`config.mk`:
```
export PLATFORM = sky130hd
export DESIGN_NAME = uart_tx_framer
export DESIGN_NICKNAME = d
export VERILOG_FILES = /design/src/rtl/uart_pkg.sv /design/src/rtl/uart_baud_tick.sv /design/src/rtl/uart_tx_framer.sv
export SDC_FILE = /design/constraint.sdc
export NUM_CORES = 1
export LEC_CHECK = 0
export CORE_MARGIN = 8
export CORE_UTILIZATION = 45
export CTS_BUF_LIST = sky130_fd_sc_hd__clkbuf_4 sky130_fd_sc_hd__clkbuf_8
export CTS_CLUSTER_SIZE = 24
export DETAILED_ROUTE_END_ITERATION = 6
export PLACE_DENSITY = 0.65
export SLEW_MARGIN = 20
export SYNTH_ARGS = -nofsm -noshare
export SYNTH_HDL_FRONTEND = slang
export SYNTH_HIERARCHICAL = 1
export SYNTH_SLANG_ARGS = --single-unit
```
`constraint.sdc`:
```
create_clock -name clk -period 5.8 [get_ports clk]
set_clock_uncertainty 0.05 [all_clocks]
set_input_delay 1.74 -clock clk [delete_from_list [all_inputs] [get_ports clk]]
set_output_delay 1.74 -clock clk [all_outputs]
set_load 0.005 [all_outputs]
```
`src/rtl/uart_pkg.sv`:
```
// Shared definitions for the UART transmit path: framer states, the default
// bit period for the 100 MHz board clock, and the frame-length helper.
package uart_pkg;

    // Framer states, in the order they occur on the line.
    typedef enum logic [1:0] {
        IDLE,
        START,
        DATA,
        STOP
    } tx_state_e;

    localparam int unsigned SYS_CLK_HZ           = 100_000_000;
    localparam int unsigned DEFAULT_BAUD         = 115_200;
    // 100 MHz / 115200 baud rounds down to 868 clocks per bit.
    localparam int unsigned DEFAULT_CLKS_PER_BIT = SYS_CLK_HZ / DEFAULT_BAUD;

    // Clock cycles from the cycle after the accepting edge to the end of
    // the last stop bit: start bit, payload bits and stop bits.
    function automatic int unsigned frame_cycles(
        input int unsigned clks_per_bit,
        input int unsigned data_bits,
        input int unsigned stop_bits
    );
        return (1 + data_bits + stop_bits) * clks_per_bit;
    endfunction

endpackage

```
`src/rtl/uart_baud_tick.sv`:
```
// Bit-period timer. Emits a single-cycle tick every CLKS_PER_BIT cycles,
// with the count phase-aligned to the cycle after restart is last seen.
// The count is reloaded at every tick, so no error builds up across bits.
module uart_baud_tick #(
    parameter int unsigned CLKS_PER_BIT = 868
) (
    input  logic clk,
    input  logic RST,
    input  logic restart,
    output logic tick
);

    localparam int unsigned CNT_W = (CLKS_PER_BIT > 1) ? $clog2(CLKS_PER_BIT) : 1;
    localparam logic [CNT_W-1:0] LAST_CNT = CNT_W'(CLKS_PER_BIT - 1);

    logic [CNT_W-1:0] cnt_q;

    // The tick marks the final cycle of a bit period; it is suppressed
    // while the counter is being held in restart.
    assign tick = !restart && (cnt_q == LAST_CNT);

    // Free-running period counter, cleared by restart and at each boundary.
    always_ff @(posedge clk or posedge RST) begin
        // NOTE: state registers use non-blocking assignments so every flop
        // samples its inputs from before the edge, independent of code order.
        if (RST) begin
            cnt_q <= '0;
        end else if (restart || (cnt_q == LAST_CNT)) begin
            cnt_q <= '0;
        end else begin
            cnt_q <= cnt_q + 1'b1;
        end
    end

endmodule

```
`src/rtl/uart_tx_framer.sv`:
```
// UART transmitter: accepts one word per valid/ready transfer and sends it
// LSB first as a start bit, DATA_BITS payload bits and STOP_BITS stop bits.
// The line output comes straight from a flop so it never glitches, and an
// asynchronous reset drives it high immediately, abandoning any frame.
module uart_tx_framer
    import uart_pkg::*;
#(
    parameter int unsigned CLKS_PER_BIT = DEFAULT_CLKS_PER_BIT,
    parameter int unsigned DATA_BITS    = 8,
    parameter int unsigned STOP_BITS    = 1
) (
    input  logic                 clk,
    input  logic                 RST,
    input  logic [DATA_BITS-1:0] s_data,
    input  logic                 s_valid,
    output logic                 s_ready,
    output logic                 tx,
    output logic                 busy
);

    // Three bits cover both the payload index (up to 7) and the stop index.
    localparam logic [2:0] LAST_DATA_IDX = 3'(DATA_BITS - 1);
    localparam logic [2:0] LAST_STOP_IDX = 3'(STOP_BITS - 1);

    tx_state_e            state_q, state_d;
    logic [DATA_BITS-1:0] shift_q, shift_d;
    logic [2:0]           bit_idx_q, bit_idx_d;
    logic                 tx_q, tx_d;
    logic                 transfer;
    logic                 restart;
    logic                 bit_tick;

    assign s_ready  = (state_q == IDLE);
    assign busy     = ~s_ready;
    assign tx       = tx_q;
    assign transfer = s_valid && s_ready;

    // Holding the timer in restart while idle means the first bit period
    // starts counting in the cycle right after the accepting edge.
    assign restart = (state_q == IDLE);

    uart_baud_tick #(
        .CLKS_PER_BIT (CLKS_PER_BIT)
    ) u_baud_tick (
        .clk     (clk),
        .RST     (RST),
        .restart (restart),
        .tick    (bit_tick)
    );

    // Next-state logic: sequencing, shift register and next line level.
    always_comb begin
        // NOTE: every signal assigned here first gets a default (hold value),
        // so no path leaves it unassigned and no latch is inferred.
        state_d   = state_q;
        shift_d   = shift_q;
        bit_idx_d = bit_idx_q;
        tx_d      = tx_q;

        unique case (state_q)
            IDLE: begin
                tx_d = 1'b1;
                if (transfer) begin
                    state_d   = START;
                    shift_d   = s_data;
                    bit_idx_d = '0;
                    tx_d      = 1'b0;
                end
            end

            START: begin
                if (bit_tick) begin
                    state_d   = DATA;
                    bit_idx_d = '0;
                    tx_d      = shift_q[0];
                end
            end

            DATA: begin
                if (bit_tick) begin
                    shift_d = {1'b0, shift_q[DATA_BITS-1:1]};
                    if (bit_idx_q == LAST_DATA_IDX) begin
                        state_d   = STOP;
                        bit_idx_d = '0;
                        tx_d      = 1'b1;
                    end else begin
                        bit_idx_d = bit_idx_q + 1'b1;
                        tx_d      = shift_q[1];
                    end
                end
            end

            STOP: begin
                tx_d = 1'b1;
                if (bit_tick) begin
                    if (bit_idx_q == LAST_STOP_IDX) begin
                        state_d   = IDLE;
                        bit_idx_d = '0;
                    end else begin
                        bit_idx_d = bit_idx_q + 1'b1;
                    end
                end
            end

            default: begin
                state_d = IDLE;
                tx_d    = 1'b1;
            end
        endcase
    end

    // State, shift register and line flop; reset forces the line idle-high.
    always_ff @(posedge clk or posedge RST) begin
        if (RST) begin
            state_q   <= IDLE;
            // NOTE: the shift register is reset along with the control state;
            // it is only a few flops and keeps simulation free of X payloads.
            shift_q   <= '0;
            bit_idx_q <= '0;
            tx_q      <= 1'b1;
        end else begin
            state_q   <= state_d;
            shift_q   <= shift_d;
            bit_idx_q <= bit_idx_d;
            tx_q      <= tx_d;
        end
    end

endmodule
```
# == Word level (Yosys, flattened, before mapping) ==
# Cells that the tools add are included.
# totals
ff_bits,24
latch_bits,0
ramBits,0
mem_bits_ro,0
inputBits,11
output_inout_bits,3
elab_cells,53
n_memories,0
# op_classes
n_addsub,2
mul,0
n_div,0
magnitude_cmp,0
n_eq_ne,11
n_shift,0
n_mux,23
bitwise_logic,1
reduce_logical,11
# op_table
cell,n
$mux W3,6
$mux W8,2
$pmux W8 S2,1
$mux W2,6
$pmux W3 S4,1
$add A10 B1 Y10 const B,1
$eq A10 B10 Y1 const B,1
$mux W10,1
$ne A2 B2 Y1 const B,5
$pmux W2 S4,1
$reduce_and A6 Y1,1
$eq A2 B2 Y1 const B,2
$mux W1,4
$pmux W1 S4,1
$reduce_and A4 Y1,1
$add A3 B1 Y3 const B,1
$eq A3 B3 Y1 const B,1
$logic_not A3 Y1,1
$reduce_and A3 Y1,1
$eq A2 B1 Y1 const B,1
$logic_and A1 B1 Y1,2
$logic_not A2 Y1,1
$ne A2 B1 Y1 const B,1
$reduce_and A2 Y1,1
4 further kinds,4

# == Longest topological paths before layout ==
# Gate-level depths: netlist of the first run.
# logic_depth
depth_word,5
ltp_mapped,9
depth_no_buf,8

# == Hierarchy ==
# The synthesis of the first run kept the hierarchy.
# by_module_without_submodules
module,instances,cells_each,area_per_inst_um2,seq_area_each_um2
uart_tx_framer,1,86,863.3,351.6
uart_baud_tick,1,55,558.0,250.2

# == Worst setup path before layout of the first run ==
# Ideal clock, no wire load.
# synth_timing
path_type,flip-flop to output port
from,reg state_q[0]
to,out busy
arrival_time_ns,0.898
path_slack_ns,3.112
path_stages_with_launch,4
n_path_buf,0
cell_sequence,dfrtp_1 -> inv_1 -> ha_1 -> inv_1
# synth_via
elab_chain_len,2
# synth_lines
item,line_no,text
start: declaration,uart_tx_framer.sv:25,"tx_state_e state_q, state_d;"
start signal: assignment,uart_tx_framer.sv:122,state_q <= state_d;
$logic_not A2 Y1,uart_tx_framer.sv:33,assign s_ready = (state_q == IDLE);
net s_ready,uart_tx_framer.sv:16,"output logic s_ready,"
$not A1 Y1,uart_tx_framer.sv:34,assign busy = ~s_ready;
end: declaration,uart_tx_framer.sv:18,output logic busy
# The timed path passes the listed nets, and every way through them passes these cells.

# == Worst setup path after layout of the first run ==
# layout_timing
from,reg state_q[0]
to,out busy
# layout_via
elab_chain_len,2
# layout_lines
item,line_no
$logic_not A2 Y1,uart_tx_framer.sv:33
$not A1 Y1,uart_tx_framer.sv:34
# No other way between the ends.

==> impl_results.md, run 1 <==
- Multiplexer area fraction after synthesis: 7.22%
- Antenna Nets Post-Route: 0
- Synth Warn #: 6
- Final cycle utilization of the critical path: 62.3%
- Power per cell area: 453 nW/um2
- Syn Area/Cell: 10.1 um2
- Number of remaining DRC errors: 0
- Final setup fails: 0
- Post-synthesis register bit count: 24
- Status: finished clean
- Post-CTS sizing: 0
- Clk_lat worst skew: 310 ps
- Sink Count: 24
- Dpl hpwl: 1970 um
- Cts hold-fix bufs: 0
- DR iter-0 viols: 51
- Initial Utilization: 46.9%
- Synth Area in Compound Gates: 16.4%
- Synth area leader: dfrtp_1
- Largest net degree at the start of global routing: 17
- Hold WC Path Type: reg -> reg
- Post-synthesis xor/xnor area fraction: 1.85%
- Post-Syn Area: 1420 um2
- Number of synthesized flops with an enable pin: 0
- Layout cells sized above 1: 13.0%
- Peak Freq: 0.277 GHz
- Number of fill cells: 285
- First-pass GRT wire length: 4500 um
- Most frequent cell after synthesis: dfrtp_1
- Hold_ws: 441 ps
- Die width: 72.2 um
- Synthesized instance count: 141
- GR Overflow Total: 0
- Die ar.: 5210 um2
- Wire per inst: 13.1 um
- Final Hold Viols: 0
- Row cnt: 20
- Final setup margin: 2190 ps
- Synth top area share: 40.5%
- Unique masters post-synth: 38
- Post-route cell area: 1610 um2
- CTS clk-pin slew, worst paths: 130 ps
- Port Buf Inserts: 13
- Vias in the first global route: 1,011
- Post-Synth Adder-Cell Area: 9.68%
- Top cells by count, synth: 23 x dfrtp_1, 15 x nor2_1, 11 x ha_1
- Mapped Nets: 163
- Critical path data arrival time: 1820 ps
- Initial antenna violation count: 0
- Post-synth top flop: dfrtp_1
- Leak: 0.692 nW
- Pre-antenna DRT Iters: 4
- Area growth, synth to finish: 13.3%
- Simple-Gate Fraction of Synth Area: 17.6%
- Slew Limit Fails: 0
- Max Cap Viol: 0
- NumNets Final: 177
- ANT cells: 0
- Crit. End Element: output pin
- RSZ-0062 raised after global routing: false
- Root Buffer: clkbuf_4
- Setup crit start kind: flip-flop
- Worst VDD drop: 0.192 mV
- Post-CTS Setup Repair Bufs: 0
- Async SR Flop Fraction: 100%
- Core Box Area: 3030 um2
- RD Place Congestion: 0.796
- Clock Tree Buf Depth: 2
- Pre-CTS WS: 2540 ps
- Ranking of synthesized cells by area: dfrtp_1 40%, ha_1 9.7%, mux2i_1 5.6%, nor2_1 4.0%, a21oi_1 3.5%
- Setup TNS Final: 0 ps
- Total GRT Usage: 10.6%
- Total CTS buffers: 3
- Seq/Total Area, Yosys: 42.3%
- Crit path kind: reg -> out
- Num ports: 14
- CTS tree: built
- Crit-path max FO: 9
- Placed cell area: 1570 um2
- Largest family of logic cells by synthesized area: simple AND/OR/NAND/NOR gates
- Total power: 0.000729 W
- Slew headroom: 49.8%
- Worst path required time: 4010 ps
- Via density: 5.16
- DR vias: 1,021
- H-Tree Depth: 1
- Crit path time final: 3610 ps
- Final wirelength: 2590 um
- Chip height: 72.2 um
- Worst Tran Pin Value: 753 ps
## per-stage QoR
step / instances / utilization [%]
after floorplan: 141 / -
after global placement: 194 / 52.0
after detailed placement: 194 / 52.0
after CTS: 198 / 53.2
after global routing: 198 / 53.2
final: 198 / 53.2
## final timing paths
kind,slack [ps],from,cells after the start,to
worst max register to register,3460,u_baud_tick/cnt_q[0],8,shift_q[5]
worst min register to register,440,tx,2,tx
worst min-delay path,440,tx,2,tx
min in group asynchronous,1660,RST,2,u_baud_tick/cnt_q[2]
max in group asynchronous,3600,RST,2,tx
worst max-delay path,2190,state_q[0],4,busy
## metal layers
layer	track usage [%]	vias to the layer above	wire length [um]
li1	-	524	-
met1	13.3	482	1280
met5	0	-	0
met2	17.5	13	1230
met3	1.79	2	57
met4	4.54	0	23
## report_power, final
group | switching (W) | internal [W]
Combinational | 0.000200 | 0.000161
Sequential | 0.0000490 | 0.000229
Clock | 0.0000516 | 0.0000383
Total | 0.000301 | 0.000428
## final cells by class
| class | count | area (um2) | area share (%) |
|---|---|---|---|
| flip-flops and latches | 24 | 602 | 37.4 |
| multi-input cells | 103 | 749 | 46.5 |
| repair buffers | 13 | 130 | 8.08 |
| inverters | 10 | 37.5 | 2.33 |
| well taps | 44 | 55.1 | 3.42 |
| clock buffers | 4 | 36.3 | 2.25 |
## cells by family after synthesis
kind of cell / after synthesis
muxes: 10
DFF: 24
and+or+nand+nor: 46
adders and majority gates: 11
AOI/OAI and AO/OA: 33
buffers and inverters: 14
xor gates and xnor gates: 3
## flip-flops by register name (all words and copies together) (netlist names)
register / cells
u_baud_tick/cnt_q: 10
state_q: 2
tx: 1
bit_idx_q: 3
shift_q: 8
## cell usage in the layout (no fill, tap or decap), types with 2 or more instances in the layout
master | Yosys | layout
a21oi_1 | 10 | 10
a21oi_2 | 5 | 5
clkbuf_4 | 0 | 3
clkdlybuf4s50_1 | 0 | 13
dfrtp_1 | 23 | 23
ha_1 | 11 | 11
inv_1 | 10 | 10
mux2i_1 | 8 | 8
nand2_1 | 6 | 6
nand2b_1 | 2 | 2
nand3_1 | 5 | 5
nand4_1 | 3 | 3
nor2_1 | 15 | 15
nor2_2 | 4 | 4
o21ai_0 | 8 | 8
or3_1 | 4 | 4
xor2_1 | 2 | 2
## worst max-delay path: stages (launching register included)
cell and delay, ps:
dfrtp_1 440, inv_1 120, ha_1 350, inv_1 130
clkdlybuf4s50_1 470
Power figures use the tool's default switching activity.
==> run 2, diff against run 1 <==
Clock period 5.8 ns to 3.34 ns, I/O delays scaled along.
==> results of run 2 <==
Same layout as run 1 (identical final DEF). Status: finished clean.
Among the figures that moved: setup slack after placement 2540 ps -> 823 ps; setup slack after layout 2190 ps -> 467 ps; register-to-register setup slack 3460 ps -> 1000 ps; total power 0.000729 W -> 0.00127 W; worst IR drop on VDD 0.192 mV -> 0.334 mV
==> run 3, diff against run 2 <==
Settings changed: TNS_END_PERCENT from default to 5.
==> results of run 3 <==
Same layout as run 1 (identical final DEF). Status: finished clean.
Among the figures that moved: setup slack after placement 2540 ps -> 823 ps; setup slack after layout 2190 ps -> 467 ps; register-to-register setup slack 3460 ps -> 1000 ps; total power 0.000729 W -> 0.00127 W; worst IR drop on VDD 0.192 mV -> 0.334 mV
